### src/rtl/cache_nwsa_pkg.sv
// cache_nwsa_pkg: shared definitions for the N-way set-associative cache.
//   - state_t      : controller states
//   - idx_w/tag_w/beat_w/age_w : derived field widths from the cache parameters
//   - addr_idx/addr_tag        : split a CPU word address into set index and tag
package cache_nwsa_pkg;

    typedef enum logic [2:0] {
        IDLE      = 3'd0,
        LOOKUP    = 3'd1,
        WRITEBACK = 3'd2,
        FILL      = 3'd3,
        RESPOND   = 3'd4
    } state_t;

    function automatic int idx_w(input int sets);
        return $clog2(sets);
    endfunction

    function automatic int tag_w(input int addr_w, input int sets);
        return addr_w - $clog2(sets);
    endfunction

    // Requires DATA_W/MEM_W >= 2 so the beat field has at least one bit.
    function automatic int beat_w(input int data_w, input int mem_w);
        return $clog2(data_w / mem_w);
    endfunction

    // Also used as the way-number width; a direct-mapped cache keeps 1 bit.
    function automatic int age_w(input int ways);
        return (ways > 1) ? $clog2(ways) : 1;
    endfunction

    function automatic logic [31:0] addr_idx(input logic [31:0] addr, input int iw);
        return addr & ((32'd1 << iw) - 32'd1);
    endfunction

    function automatic logic [31:0] addr_tag(input logic [31:0] addr, input int iw);
        return addr >> iw;
    endfunction

endpackage

### src/rtl/cache_lru_set.sv
// cache_lru_set: age update and victim choice for one set.
//   ages     in  : current age of every way in the set
//   valid    in  : valid bit of every way in the set
//   way      in  : way being accessed (hit way or newly filled way)
//   ages_upd out : ages after the access
//   victim   out : lowest invalid way, else the oldest way (lowest index on ties)
// With WAYS=1 all of this collapses to constants.
module cache_lru_set
    import cache_nwsa_pkg::*;
#(
    parameter int WAYS  = 2,
    parameter int AGE_W = 1,
    parameter int WAY_W = 1
) (
    input  logic [WAYS-1:0][AGE_W-1:0] ages,
    input  logic [WAYS-1:0]            valid,
    input  logic [WAY_W-1:0]           way,
    output logic [WAYS-1:0][AGE_W-1:0] ages_upd,
    output logic [WAY_W-1:0]           victim
);

    generate
        if (WAYS == 1) begin : g_dm
            logic unused_ok;
            assign unused_ok = ^{ages, valid, way};
            assign ages_upd  = '0;
            assign victim    = '0;
        end else begin : g_lru
            localparam logic [AGE_W-1:0] AGE_MAX = AGE_W'(WAYS - 1);

            logic [AGE_W-1:0] old_age;
            logic [AGE_W-1:0] best_age;
            logic             found;

            // An invalid way being filled counts as the oldest, so every
            // live way ages by one and the orders stay distinct from reset.
            assign old_age = valid[way] ? ages[way] : AGE_MAX;

            always_comb begin
                ages_upd = ages;
                for (int w = 0; w < WAYS; w++) begin
                    if (WAY_W'(w) == way)
                        ages_upd[w] = '0;
                    else if (ages[w] < old_age && ages[w] != AGE_MAX)
                        ages_upd[w] = ages[w] + AGE_W'(1);
                end
            end

            always_comb begin
                victim   = '0;
                found    = 1'b0;
                best_age = ages[0];
                for (int w = 0; w < WAYS; w++) begin
                    if (!found && !valid[w]) begin
                        victim = WAY_W'(w);
                        found  = 1'b1;
                    end
                end
                if (!found) begin
                    for (int w = 1; w < WAYS; w++) begin
                        if (ages[w] > best_age) begin
                            victim   = WAY_W'(w);
                            best_age = ages[w];
                        end
                    end
                end
            end
        end
    endgenerate

endmodule

### src/rtl/cache_nwsa.sv
// cache_nwsa: N-way set-associative, write-back, write-allocate cache with a
// one-word block moved over a narrow memory bus in DATA_W/MEM_W beats.
//   clock, reset_n        : rising-edge clock, async active-low reset
//   addr_cpu, rd_cpu, wr_cpu, data_cpu_in : CPU request (rd wins over wr)
//   data_cpu_out, stall_cpu               : CPU response / hold
//   addr_mem, rd_mem, wr_mem, data_mem_out: registered memory beat request
//   data_mem_in, ready_mem                : memory fill data / beat accept
// Optional build macro CACHE_STATS_EN adds saturating 16-bit counters
//   hit_count, miss_count, wb_count.
module cache_nwsa
    import cache_nwsa_pkg::*;
#(
    parameter int ADDR_W = 9,
    parameter int DATA_W = 32,
    parameter int MEM_W  = 8,
    parameter int WAYS   = 2,
    parameter int SETS   = 8
) (
    input  logic                                    clock,
    input  logic                                    reset_n,
    input  logic [ADDR_W-1:0]                       addr_cpu,
    input  logic                                    rd_cpu,
    input  logic                                    wr_cpu,
    input  logic [DATA_W-1:0]                       data_cpu_in,
    output logic [DATA_W-1:0]                       data_cpu_out,
    output logic                                    stall_cpu,
    output logic [ADDR_W+beat_w(DATA_W,MEM_W)-1:0]  addr_mem,
    output logic                                    rd_mem,
    output logic                                    wr_mem,
    output logic [MEM_W-1:0]                        data_mem_out,
    input  logic [MEM_W-1:0]                        data_mem_in,
`ifdef CACHE_STATS_EN
    output logic [15:0]                             hit_count,
    output logic [15:0]                             miss_count,
    output logic [15:0]                             wb_count,
`endif
    input  logic                                    ready_mem
);

    localparam int BEATS  = DATA_W / MEM_W;
    localparam int IDX_W  = idx_w(SETS);
    localparam int TAG_W  = tag_w(ADDR_W, SETS);
    localparam int BEAT_W = beat_w(DATA_W, MEM_W);
    localparam int AGE_W  = age_w(WAYS);
    localparam int WAY_W  = age_w(WAYS);
    localparam logic [BEAT_W-1:0] LAST_BEAT = BEAT_W'(BEATS - 1);

    // Tag/data contents are never reset; only the per-set state is.
    logic [TAG_W-1:0]             tag_arr  [WAYS][SETS];
    logic [DATA_W-1:0]            data_arr [WAYS][SETS];
    logic [WAYS-1:0]              valid    [SETS];
    logic [WAYS-1:0]              dirty    [SETS];
    logic [WAYS-1:0][AGE_W-1:0]   ages     [SETS];

    state_t              state, state_n;
    logic [ADDR_W-1:0]   laddr;
    logic                lwr;
    logic [DATA_W-1:0]   ldata;
    logic [WAY_W-1:0]    lway;
    logic [BEAT_W-1:0]   beat, beat_nx;
    logic [DATA_W-1:0]   fill_word;
    logic [DATA_W-1:0]   wb_word;
    logic [ADDR_W-1:0]   wb_addr;
    logic                done;

    logic [IDX_W-1:0]    lidx;
    logic [TAG_W-1:0]    ltag;
    logic [WAYS-1:0]     hit_vec;
    logic [WAY_W-1:0]    hit_way;
    logic                hit;
    logic [WAY_W-1:0]    victim;
    logic [WAY_W-1:0]    acc_way;
    logic [WAYS-1:0][AGE_W-1:0] ages_upd;
    logic                need_wb;
    logic                start;
    logic                beat_last;

    assign lidx      = IDX_W'(addr_idx(32'(laddr), IDX_W));
    assign ltag      = TAG_W'(addr_tag(32'(laddr), IDX_W));
    assign hit       = |hit_vec;
    assign need_wb   = valid[lidx][victim] & dirty[lidx][victim];
    assign start     = (rd_cpu | wr_cpu) & ~done;
    assign beat_last = (beat == LAST_BEAT);
    assign beat_nx   = beat + BEAT_W'(1);
    assign acc_way   = (state == RESPOND) ? lway : hit_way;

    // Gated by reset_n so every output reads 0 while reset is held.
    assign stall_cpu = reset_n & (rd_cpu | wr_cpu) & ~done;

    always_comb begin
        hit_vec = '0;
        hit_way = '0;
        for (int w = 0; w < WAYS; w++)
            if (valid[lidx][w] && tag_arr[w][lidx] == ltag) hit_vec[w] = 1'b1;
        for (int w = WAYS - 1; w >= 0; w--)
            if (hit_vec[w]) hit_way = WAY_W'(w);
    end

    cache_lru_set #(.WAYS(WAYS), .AGE_W(AGE_W), .WAY_W(WAY_W)) u_lru (
        .ages     (ages[lidx]),
        .valid    (valid[lidx]),
        .way      (acc_way),
        .ages_upd (ages_upd),
        .victim   (victim)
    );

    always_ff @(posedge clock or negedge reset_n) begin
        if (!reset_n) state <= IDLE;
        else          state <= state_n;
    end

    always_comb begin
        state_n = state;
        case (state)
            IDLE:      if (start) state_n = LOOKUP;
            LOOKUP:    state_n = hit ? IDLE : (need_wb ? WRITEBACK : FILL);
            WRITEBACK: if (ready_mem && beat_last) state_n = FILL;
            FILL:      if (ready_mem && beat_last) state_n = RESPOND;
            RESPOND:   state_n = IDLE;
            default:   state_n = IDLE;
        endcase
    end

    always_ff @(posedge clock or negedge reset_n) begin
        if (!reset_n) begin
            done         <= 1'b0;
            data_cpu_out <= '0;
            rd_mem       <= 1'b0;
            wr_mem       <= 1'b0;
            addr_mem     <= '0;
            data_mem_out <= '0;
            laddr        <= '0;
            lwr          <= 1'b0;
            ldata        <= '0;
            lway         <= '0;
            beat         <= '0;
            fill_word    <= '0;
            wb_word      <= '0;
            wb_addr      <= '0;
            for (int s = 0; s < SETS; s++) begin
                valid[s] <= '0;
                dirty[s] <= '0;
                ages[s]  <= '0;
            end
        end else begin
            done <= 1'b0;
            case (state)
                IDLE: begin
                    if (start) begin
                        laddr <= addr_cpu;
                        lwr   <= ~rd_cpu;
                        ldata <= data_cpu_in;
                    end
                end
                LOOKUP: begin
                    if (hit) begin
                        done       <= 1'b1;
                        ages[lidx] <= ages_upd;
                        if (lwr) dirty[lidx][hit_way] <= 1'b1;
                        else     data_cpu_out <= data_arr[hit_way][lidx];
                    end else begin
                        lway <= victim;
                        beat <= '0;
                        if (need_wb) begin
                            wr_mem       <= 1'b1;
                            wb_addr      <= {tag_arr[victim][lidx], lidx};
                            wb_word      <= data_arr[victim][lidx];
                            addr_mem     <= {tag_arr[victim][lidx], lidx, {BEAT_W{1'b0}}};
                            data_mem_out <= data_arr[victim][lidx][MEM_W-1:0];
                        end else begin
                            rd_mem   <= 1'b1;
                            addr_mem <= {laddr, {BEAT_W{1'b0}}};
                        end
                    end
                end
                WRITEBACK: begin
                    if (ready_mem) begin
                        if (beat_last) begin
                            wr_mem       <= 1'b0;
                            rd_mem       <= 1'b1;
                            beat         <= '0;
                            addr_mem     <= {laddr, {BEAT_W{1'b0}}};
                            data_mem_out <= '0;
                        end else begin
                            beat         <= beat_nx;
                            addr_mem     <= {wb_addr, beat_nx};
                            data_mem_out <= wb_word[beat_nx*MEM_W +: MEM_W];
                        end
                    end
                end
                FILL: begin
                    if (ready_mem) begin
                        fill_word[beat*MEM_W +: MEM_W] <= data_mem_in;
                        if (beat_last) begin
                            rd_mem   <= 1'b0;
                            addr_mem <= '0;
                        end else begin
                            beat     <= beat_nx;
                            addr_mem <= {laddr, beat_nx};
                        end
                    end
                end
                RESPOND: begin
                    done               <= 1'b1;
                    valid[lidx][lway]  <= 1'b1;
                    dirty[lidx][lway]  <= lwr;
                    ages[lidx]         <= ages_upd;
                    if (!lwr) data_cpu_out <= fill_word;
                end
                default: ;
            endcase
        end
    end

    always_ff @(posedge clock) begin
        if (state == LOOKUP && hit && lwr)
            data_arr[hit_way][lidx] <= ldata;
        if (state == RESPOND) begin
            tag_arr[lway][lidx]  <= ltag;
            data_arr[lway][lidx] <= lwr ? ldata : fill_word;
        end
    end

`ifdef CACHE_STATS_EN
    always_ff @(posedge clock or negedge reset_n) begin
        if (!reset_n) begin
            hit_count  <= '0;
            miss_count <= '0;
            wb_count   <= '0;
        end else if (state == LOOKUP) begin
            if (hit) begin
                if (hit_count != 16'hFFFF) hit_count <= hit_count + 16'd1;
            end else begin
                if (miss_count != 16'hFFFF) miss_count <= miss_count + 16'd1;
                if (need_wb && wb_count != 16'hFFFF) wb_count <= wb_count + 16'd1;
            end
        end
    end
`endif

endmodule

### config.mk
export PLATFORM = sky130hd
export DESIGN_NAME = cache_nwsa
export DESIGN_NICKNAME = d
export VERILOG_FILES = /design/src/rtl/cache_nwsa_pkg.sv /design/src/rtl/cache_lru_set.sv /design/src/rtl/cache_nwsa.sv
export SDC_FILE = /design/constraint.sdc
export NUM_CORES = 1
export LEC_CHECK = 0
export ABC_AREA = 1
export CORE_UTILIZATION = 35
export CTS_CLUSTER_SIZE = 25
export DETAILED_ROUTE_END_ITERATION = 16
export SYNTH_ARGS = -nofsm -noshare
export SYNTH_HDL_FRONTEND = slang
export SYNTH_HIERARCHICAL = 1
export SYNTH_SLANG_ARGS = --single-unit
### constraint.sdc
create_clock -name clock -period 7.55 [get_ports clock]
set_input_delay 1.51 -clock clock [delete_from_list [all_inputs] [get_ports clock]]
set_output_delay 1.51 -clock clock [all_outputs]
set_load 0.01 [all_outputs]
## Word-level counts from Yosys, hierarchy flattened

Memories as Yosys holds them, arrays and structs flattened.
Cells that the tools add are included.

- Flip-flop bits (word level): 223
- Bits in writable memories: 608
- Input port bits: 54
- Output and inout bits: 54
- Word-level logic and storage cells: 251
- Memories kept: 2

- $add $sub $neg: 4
- Magnitude comparators: 11
- Equality and inequality tests: 22
- Shifts and indexed selects: 3
- Multiplexer cells: 118
- Bitwise operators: 13
- Reductions and logical operators: 31

Memories:

| name | depth | width | rd ports | clocked after Yosys merged registers in | write ports | line | RTL |
|---|---|---|---|---|---|---|---|
| data_arr | 2 | 256 | 2 | 0 | 1 | cache_nwsa.sv:50 | `logic [DATA_W-1:0] data_arr [WAYS][SETS];` |
| tag_arr | 2 | 48 | 3 | 0 | 1 | cache_nwsa.sv:49 | `logic [TAG_W-1:0] tag_arr [WAYS][SETS];` |

Operators with widths:

| kind | count |
|---|---|
| $mux W256 | 4 |
| $mux W32 | 9 |
| $reduce_or A256 Y1 | 1 |
| $bmux W32 S3 | 2 |
| $demux W32 S3 | 1 |
| $mux W11 | 6 |
| $pmux W16 S2 | 2 |
| $pmux W32 S2 | 1 |
| $bmux W6 S3 | 3 |
| $mux W16 | 3 |
| $mux W48 | 1 |
| $mux W6 | 7 |
| $mux W1 | 38 |
| $neg A5 Y34 | 1 |
| $shift A8 B34 Y32 const A | 1 |
| $shiftx A8 B34 Y32 | 1 |
| $pmux W11 S3 | 1 |
| $bwmux W16 | 2 |
| $bwmux W32 | 1 |
| $mux W8 | 4 |
| $or A16 B16 Y16 | 2 |
| $shiftx A32 B6 Y8 | 1 |
| $mux W2 | 15 |
| $ne A2 B2 Y1 const B | 15 |
| 38 further kinds | 80 |

## Logic depth before layout (Yosys ltp)

- Word-level depth: 20
- Mapped depth: 25
- Mapped depth without buffers: 22

## Cells and area by module

The synthesis kept the hierarchy.

Modules (own cells, without submodules):

| module | instances | cells an instance | area each (µm²) | seq. area each (µm²) |
|---|---|---|---|---|
| cache_nwsa | 1 | 4517 | 40684.0 | 23837.9 |
| cache_lru_set | 1 | 11 | 51.3 | 0.0 |

## Worst setup path after synthesis

OpenSTA, ideal clock, no wires.

- Kind: register -> register
- Start point: register laddr[1]
- End point: memory data_arr[1][192] in the netlist's numbering, enable pin
- Setup time: 0.461 ns
- Arrival time: 4.321 ns
- Data required time: 7.089 ns
- Path slack: 2.768 ns
- Stages on the path, launching flop included: 18
- Clock period less this slack: 4.782 ns
- Path through: dfrtp_1 buf_4 inv_2 nor2_4 buf_4 nand2_1 nand2_1 o21ai_1 nand2_1 nor2_1 nand2_1 nor2_4 nand2_2 inv_2 nor2_1 nor2_2 inv_2 nor3_1

- Word-level cells in the longest chain between the ends: 13
- Elaborated cells on any way between the ends: 32
- Those cells by class: 2 x order compare; 2 x eq/ne; 20 x mux; 1 x bitwise; 7 x reduce/logical

RTL lines:

| item | line | RTL |
|---|---|---|
| from (decl) | cache_nwsa.sv:56 | `logic [ADDR_W-1:0] laddr;` |
| from (signal assigned) | cache_nwsa.sv:150 | `laddr <= addr_cpu;` |
| $not A3 Y4 (implied by the code) (*) | cache_nwsa.sv:94, cache_nwsa.sv:217, cache_nwsa.sv:220 |  |
| $bmux W6 S3 | cache_nwsa.sv:94 | `if (valid[lidx][w] && tag_arr[w][lidx] == ltag) hit_vec[w] = 1'b1;` |
| $mux W6 (implied by the code) (2 in series) | cache_nwsa.sv:94 |  |
| $eq A6 B6 Y1 | cache_nwsa.sv:94 |  |
| $logic_and A1 B1 Y1 | cache_nwsa.sv:94 |  |
| $mux W1 | cache_nwsa.sv:94 |  |
| $reduce_or A2 Y1 | cache_nwsa.sv:80 | `assign hit = \|hit_vec;` |
| $logic_and A1 B1 Y1 (2 in series) | cache_nwsa.sv:216 | `if (state == LOOKUP && hit && lwr)` |
| $mux W1 | cache_nwsa.sv:216 |  |
| $mux W256 (implied by the code) | cache_nwsa.sv:217 | `data_arr[hit_way][lidx] <= ldata;` |
| $mux W256 (no line) | n/a |  |
| to (decl) | cache_nwsa.sv:50 |  |

Mark *: on every way between the ends. The rest lies on a longest branch, timed or not. The select of a mux whose other input is x is not followed.

## Worst setup path in the final report

- Start point: register laddr[0]
- End point: register data_mem_out[6]

- Word-level cells in the longest chain between the ends: 16
- Elaborated cells on any way between the ends: 46
- Those cells by class: 1 x order compare; 4 x eq/ne; 32 x mux; 2 x bitwise; 6 x reduce/logical; 1 x memory

RTL lines:

| item | line | RTL |
|---|---|---|
| $not A3 Y4 (implied by the code) (*) | cache_nwsa.sv:100, cache_nwsa.sv:101 |  |
| $bmux W2 S3 | cache_nwsa.sv:101 | `.valid (valid[lidx]),` |
| $mux W2 (implied by the code) (2 in series) | cache_nwsa.sv:101 |  |
| $logic_not A1 Y1 | cache_lru_set.sv:54 | `if (!found && !valid[w]) begin` |
| $logic_and A1 B1 Y1 | cache_lru_set.sv:54 |  |
| $mux W1 | cache_lru_set.sv:54 |  |
| $mux W1 | cache_lru_set.sv:61 | `if (ages[w] > best_age) begin` |
| $mux W1 (*) | cache_lru_set.sv:59 | `if (!found) begin` |
| via victim | cache_nwsa.sv:71 | `logic [WAY_W-1:0] victim;` |
| $mem_v2 Z2 W256 | n/a |  |
| $bmux W32 S3 | cache_nwsa.sv:169 | `data_mem_out <= data_arr[victim][lidx][MEM_W-1:0];` |
| $mux W32 (implied by the code) (2 in series) | cache_nwsa.sv:169 |  |
| $mux W8 | cache_nwsa.sv:164 | `if (need_wb) begin` |
| $mux W8 | cache_nwsa.sv:156 | `if (hit) begin` |
| $pmux W8 S2 | cache_nwsa.sv:147 | `case (state)` |
| to (signal assigned) | cache_nwsa.sv:169 |  |
| to (signal assigned) | cache_nwsa.sv:187 | `data_mem_out <= wb_word[beat_nx*MEM_W +: MEM_W];` |
| to (decl) | cache_nwsa.sv:30 | `output logic [MEM_W-1:0] data_mem_out,` |

The timed path passes the listed nets; every way through them passes the cells marked *. The select of a mux whose other input is x is not followed.
A chain may end at the register's enable or synchronous reset.

==> results.rst <==
.. list-table::
   :header-rows: 1

   * - Metric
     - Value
   * - Top-level port count
     - roughly 110
   * - Net count reported at finish
     - 4593
   * - Final setup violation count
     - 0
   * - Die extent in y
     - between 300 and 400 microns
   * - Post-synthesis sequential element count
     - roughly 830
   * - Min Clock Period, post-route
     - 5.626 ns
   * - Worst path depth
     - 19
   * - Layout Area Growth over Synthesis
     - 13.67%
   * - IO Port Bufs
     - 107
   * - Number of synthesized flops with an enable pin
     - between 600 and 700
   * - Power after layout
     - between 15 and 20 mW
   * - Starting density of the core
     - 0.3548
   * - RSZ-0062 raised after global routing
     - no
   * - Detailed-routing iteration count for the pre-antenna-repair pass
     - 7
   * - Portion of the post-synthesis area used by sequential elements
     - 0.5852
   * - Worst reg2reg path startpoint
     - laddr[0]
   * - First-pass GRT wire length
     - between 200 and 250 mm
   * - Cells traversed along the worst timing path
     - buf_4, nand2_1, inv_1, buf_4, a22oi_1, nand4_1, inv_2, nand2_1, a21boi_4, inv_6, nand3_1, nand2_1, a21oi_1, nor2_1, buf_4, nand2_2, inv_2, nand2_1, nand3_1
   * - Post-Place Setup Slack
     - around 2.0 ns
   * - Endpoint type of the worst setup path
     - register
   * - Combinational family with the most area after synthesis
     - simple AND/OR/NAND/NOR gates
   * - Max stage delay cell, worst path
     - sky130_fd_sc_hd__dfrtp_4
   * - XOR/XNOR Fraction of Synth Area
     - 0
   * - Via/cell ratio
     - around 5.5
   * - Via count
     - 33660
   * - Share of power burned in registers
     - 0.347
   * - Setup TNS
     - 0 ns
   * - Post-CTS Hold Buffers
     - 0
   * - Avg Inst Size Synth
     - ~9.0 sq um
   * - YS warnings
     - 6
   * - Library cell used as clock root buffer
     - sky130_fd_sc_hd__clkbuf_16
   * - Clk pin slew, worst setup/hold paths
     - 0.07 ns
   * - Netlist area before placement
     - between 40000 and 50000 sq um
   * - Termination of the worst setup path
     - data_mem_out[6]
   * - Fraction of synthesized cell area taken by the top area cell type
     - 0.4482
   * - Setup crit start kind
     - register
   * - R2R Path End
     - data_mem_out[6]
   * - Final number of max-transition violations
     - 0
   * - Remaining design rule violation count
     - 0
   * - Logic gate share of total power
     - 0.414
   * - Number of nets still failing antenna checks after routing
     - 0
   * - Compound-gate portion of the synthesized area
     - 0.1276
   * - # clock sinks
     - ~830
   * - Die width
     - 343.2 microns
   * - Crit path buffers/inverters
     - 7
   * - Fraction of final layout cells sized beyond drive strength 1
     - 0.07011
   * - Routed len/inst
     - 23.49 microns
   * - Most used DFF post-synth
     - sky130_fd_sc_hd__edfxtp_1
   * - Leading post-synthesis cells by instance count
     - 1229 x sky130_fd_sc_hd__nand2_1, 608 x sky130_fd_sc_hd__edfxtp_1, 456 x sky130_fd_sc_hd__inv_1, 443 x sky130_fd_sc_hd__o21ai_0, 370 x sky130_fd_sc_hd__nand3_1
   * - Max clock buf depth
     - 3
   * - Peak VDD IR
     - between 0.2 and 0.25 mV
   * - Worst setup path startpoint
     - laddr[0]
   * - Total power divided by cell area
     - around 400 nW/um^2
   * - Setup slack, reg-to-reg
     - 1.92 ns
   * - Antenna violations before repair
     - 2
   * - Total leakage power
     - about 19 nW
   * - Most area-hungry cell type in the Yosys netlist
     - sky130_fd_sc_hd__edfxtp_1
   * - Internal power
     - 10.56 mW
   * - Highest net fanout along the worst path
     - slightly below 60
   * - Placer's final routability congestion estimate
     - just over 0.9
   * - Psw
     - 7.884 mW
   * - Cell repeated most along the worst path
     - sky130_fd_sc_hd__nand2_1
   * - Final worst-path cycle share
     - 0.7451
   * - Post-synthesis adder-cell area fraction
     - 0.001843
   * - Setup Crit Path Kind
     - register to register
   * - Delay of the slowest cell on the worst path
     - roughly 0.86 ns
   * - # H-tree levels
     - 3
   * - Result of the run
     - finished clean
   * - Iteration-0 DRC Markers
     - roughly 4000
   * - Routed WL
     - between 100 and 150 mm
   * - Worst setup skew after layout
     - between 0.02 and 0.03 ns
   * - Inserted Clock Buffers
     - 87
   * - Number of library cell types mapped by synthesis
     - 50
   * - Half-perimeter wire length of the detailed placement result
     - about 90 mm
   * - Switching share of total power
     - 0.4274
   * - WP data required
     - a little over 8 ns
   * - Depth of the worst register-to-register path
     - 19
   * - Total congestion overflow after global routing
     - 0
   * - Least setup slack across all paths after layout
     - 1.924 ns
   * - Timing-limited maximum frequency
     - ~180 MHz
   * - Clock network fraction of total power
     - 0.239
   * - Max-Slew Margin vs Limit
     - 0.2018
   * - Core footprint
     - between 100000 and 150000 sq um
   * - Async set-or-reset flop fraction in the synthesized netlist
     - 0.2684
   * - Max-Cap Viols
     - 0
   * - # resized after CTS
     - 0
   * - Number of rows created at floorplan
     - ~120
   * - TritonCTS clock tree
     - yes
   * - Hold WS
     - 0.4517 ns
   * - Portion of netlist area occupied by mux cells
     - 0.009583
   * - Top cell family by delay on the critical path
     - buffers and inverters
   * - CP Data Arrival Time
     - 6.22 ns
   * - Transition time at the pin with the least slew margin
     - ~1.2 ns
   * - Largest net degree at the start of global routing
     - ~150
   * - Post-Syn Nets
     - 4588
   * - GRT Util Overall
     - 0.2406
   * - Clock latency at the later pin of the worst-skew pair
     - about 0.67 ns
   * - Simple-Gate Fraction of Synth Area
     - 0.2027
   * - Number of endpoints with negative hold slack in the final report
     - 0
   * - Number of instances in the synthesized netlist
     - between 4000 and 5000
   * - Class of the worst hold path
     - register to register
   * - Die Area
     - about 120000 sq um
   * - Top cells by area in the synthesized netlist
     - sky130_fd_sc_hd__edfxtp_1 45%, sky130_fd_sc_hd__dfrtp_1 14%, sky130_fd_sc_hd__nand2_1 11%
   * - Vias in the first global route
     - about 32000
   * - Post-CTS repair timing setup buffer count
     - 0
   * - Most repeated cell in the gate-level netlist after synthesis
     - sky130_fd_sc_hd__nand2_1
cell type report:
cell class / instances / area, sq um
fillers: 11170 / 68510
flip-flops and latches: 831 / 23840
multi-input cells: 2948 / 14080
clock buffers: 118 / 2449
well taps: 1512 / 1892
repair buffers: 196 / 1857
inverters: 469 / 1770
clock inverters: 45 / 412.9
diodes: 1 / 2.502
layout by cell type, fill, tap and decap left out, drive strengths merged, types with 4 or more instances in the layout:
| master | instances |
|---|---|
| o21a | 32 |
| nand4 | 13 |
| clkbuf | 118 |
| nor3 | 14 |
| o21ai | 477 |
| o211ai | 50 |
| dfrtp | 223 |
| edfxtp | 608 |
| a22o | 4 |
| a21oi | 240 |
| o32ai | 14 |
| nor4 | 5 |
| buf | 90 |
| nand3b | 40 |
| inv | 473 |
| a22oi | 18 |
| a221oi | 13 |
| clkinv | 33 |
| a211oi | 15 |
| ha | 6 |
| o2111ai | 9 |
| nand2 | 1235 |
| nor2 | 269 |
| clkdlybuf4s50 | 106 |
| o22ai | 46 |
| or2 | 27 |
| mux2 | 32 |
| nand3 | 371 |
| bufinv | 7 |
worst min path at each step:
stage                         start        end  slack, ns  depth (start not counted)
after global routing      valid[14]  valid[14]       0.49                          2
after CTS                  valid[6]   valid[6]       0.46                          2
after floorplan           valid[10]  valid[10]       0.42                          2
after global placement    valid[14]  valid[14]       0.43                          2
final                      valid[6]   valid[6]       0.45                          2
after detailed placement   valid[6]   valid[6]       0.44                          2
through the flow:
| stage | area (sq um) | std cells | util |
|---|---|---|---|
| 2_1_floorplan | 40740 | 4528 | - |
| 3_3_place_gp | 43440 | 5956 | 0.3784 |
| 3_5_place_dp | 43440 | 5956 | 0.3784 |
| 4_1_cts | 46300 | 6119 | 0.4033 |
| 5_1_grt | 46300 | 6119 | 0.4033 |
| 6_report | 46300 | 6120 | 0.4033 |
layer usage:
layer  routed length, microns  part of all wire  GRT usage
met1                    57360              0.40     0.3217
met2                    65540              0.46     0.3795
met3                    13950             0.097    0.04482
met4                     6926             0.048     0.1081
met5                       10          0.000070          0
registers in the layout, summed over array words and instances, names as in the netlist, 32 cells and up:
name	flops
data_arr	512
data_cpu_out	32
fill_word	32
ldata	32
tag_arr	96
wb_word	32
worst register-to-register path: cells and delay by family (launching register included):
| family | cells | cell delay (ns) |
|---|---|---|
| buffers and inverters | 7 | 2.77 |
| DFF | 1 | 0.86 |
| and+or+nand+nor | 9 | 1.60 |
| AOI/OAI and AO/OA | 3 | 0.34 |
cell families after synthesis:
group	Yosys count
AOI/OAI and AO/OA	930
adders and majority gates	6
buffers and inverters	749
DFF	831
muxes	35
and+or+nand+nor	1977
power groups by stage:
| stage | registers (mW) | logic, mW | clock network (mW) |
|---|---|---|---|
| after floorplan | 6.40 | 4.32 | 0 |
| after global placement | 6.49 | 7.45 | 0 |
| after detailed placement | 6.49 | 7.49 | 0 |
| after CTS | 6.41 | 7.51 | 4.44 |
| after global routing | 6.47 | 8.19 | 4.61 |
| final | 6.41 | 7.63 | 4.40 |
Power figures use the tool's default switching activity.
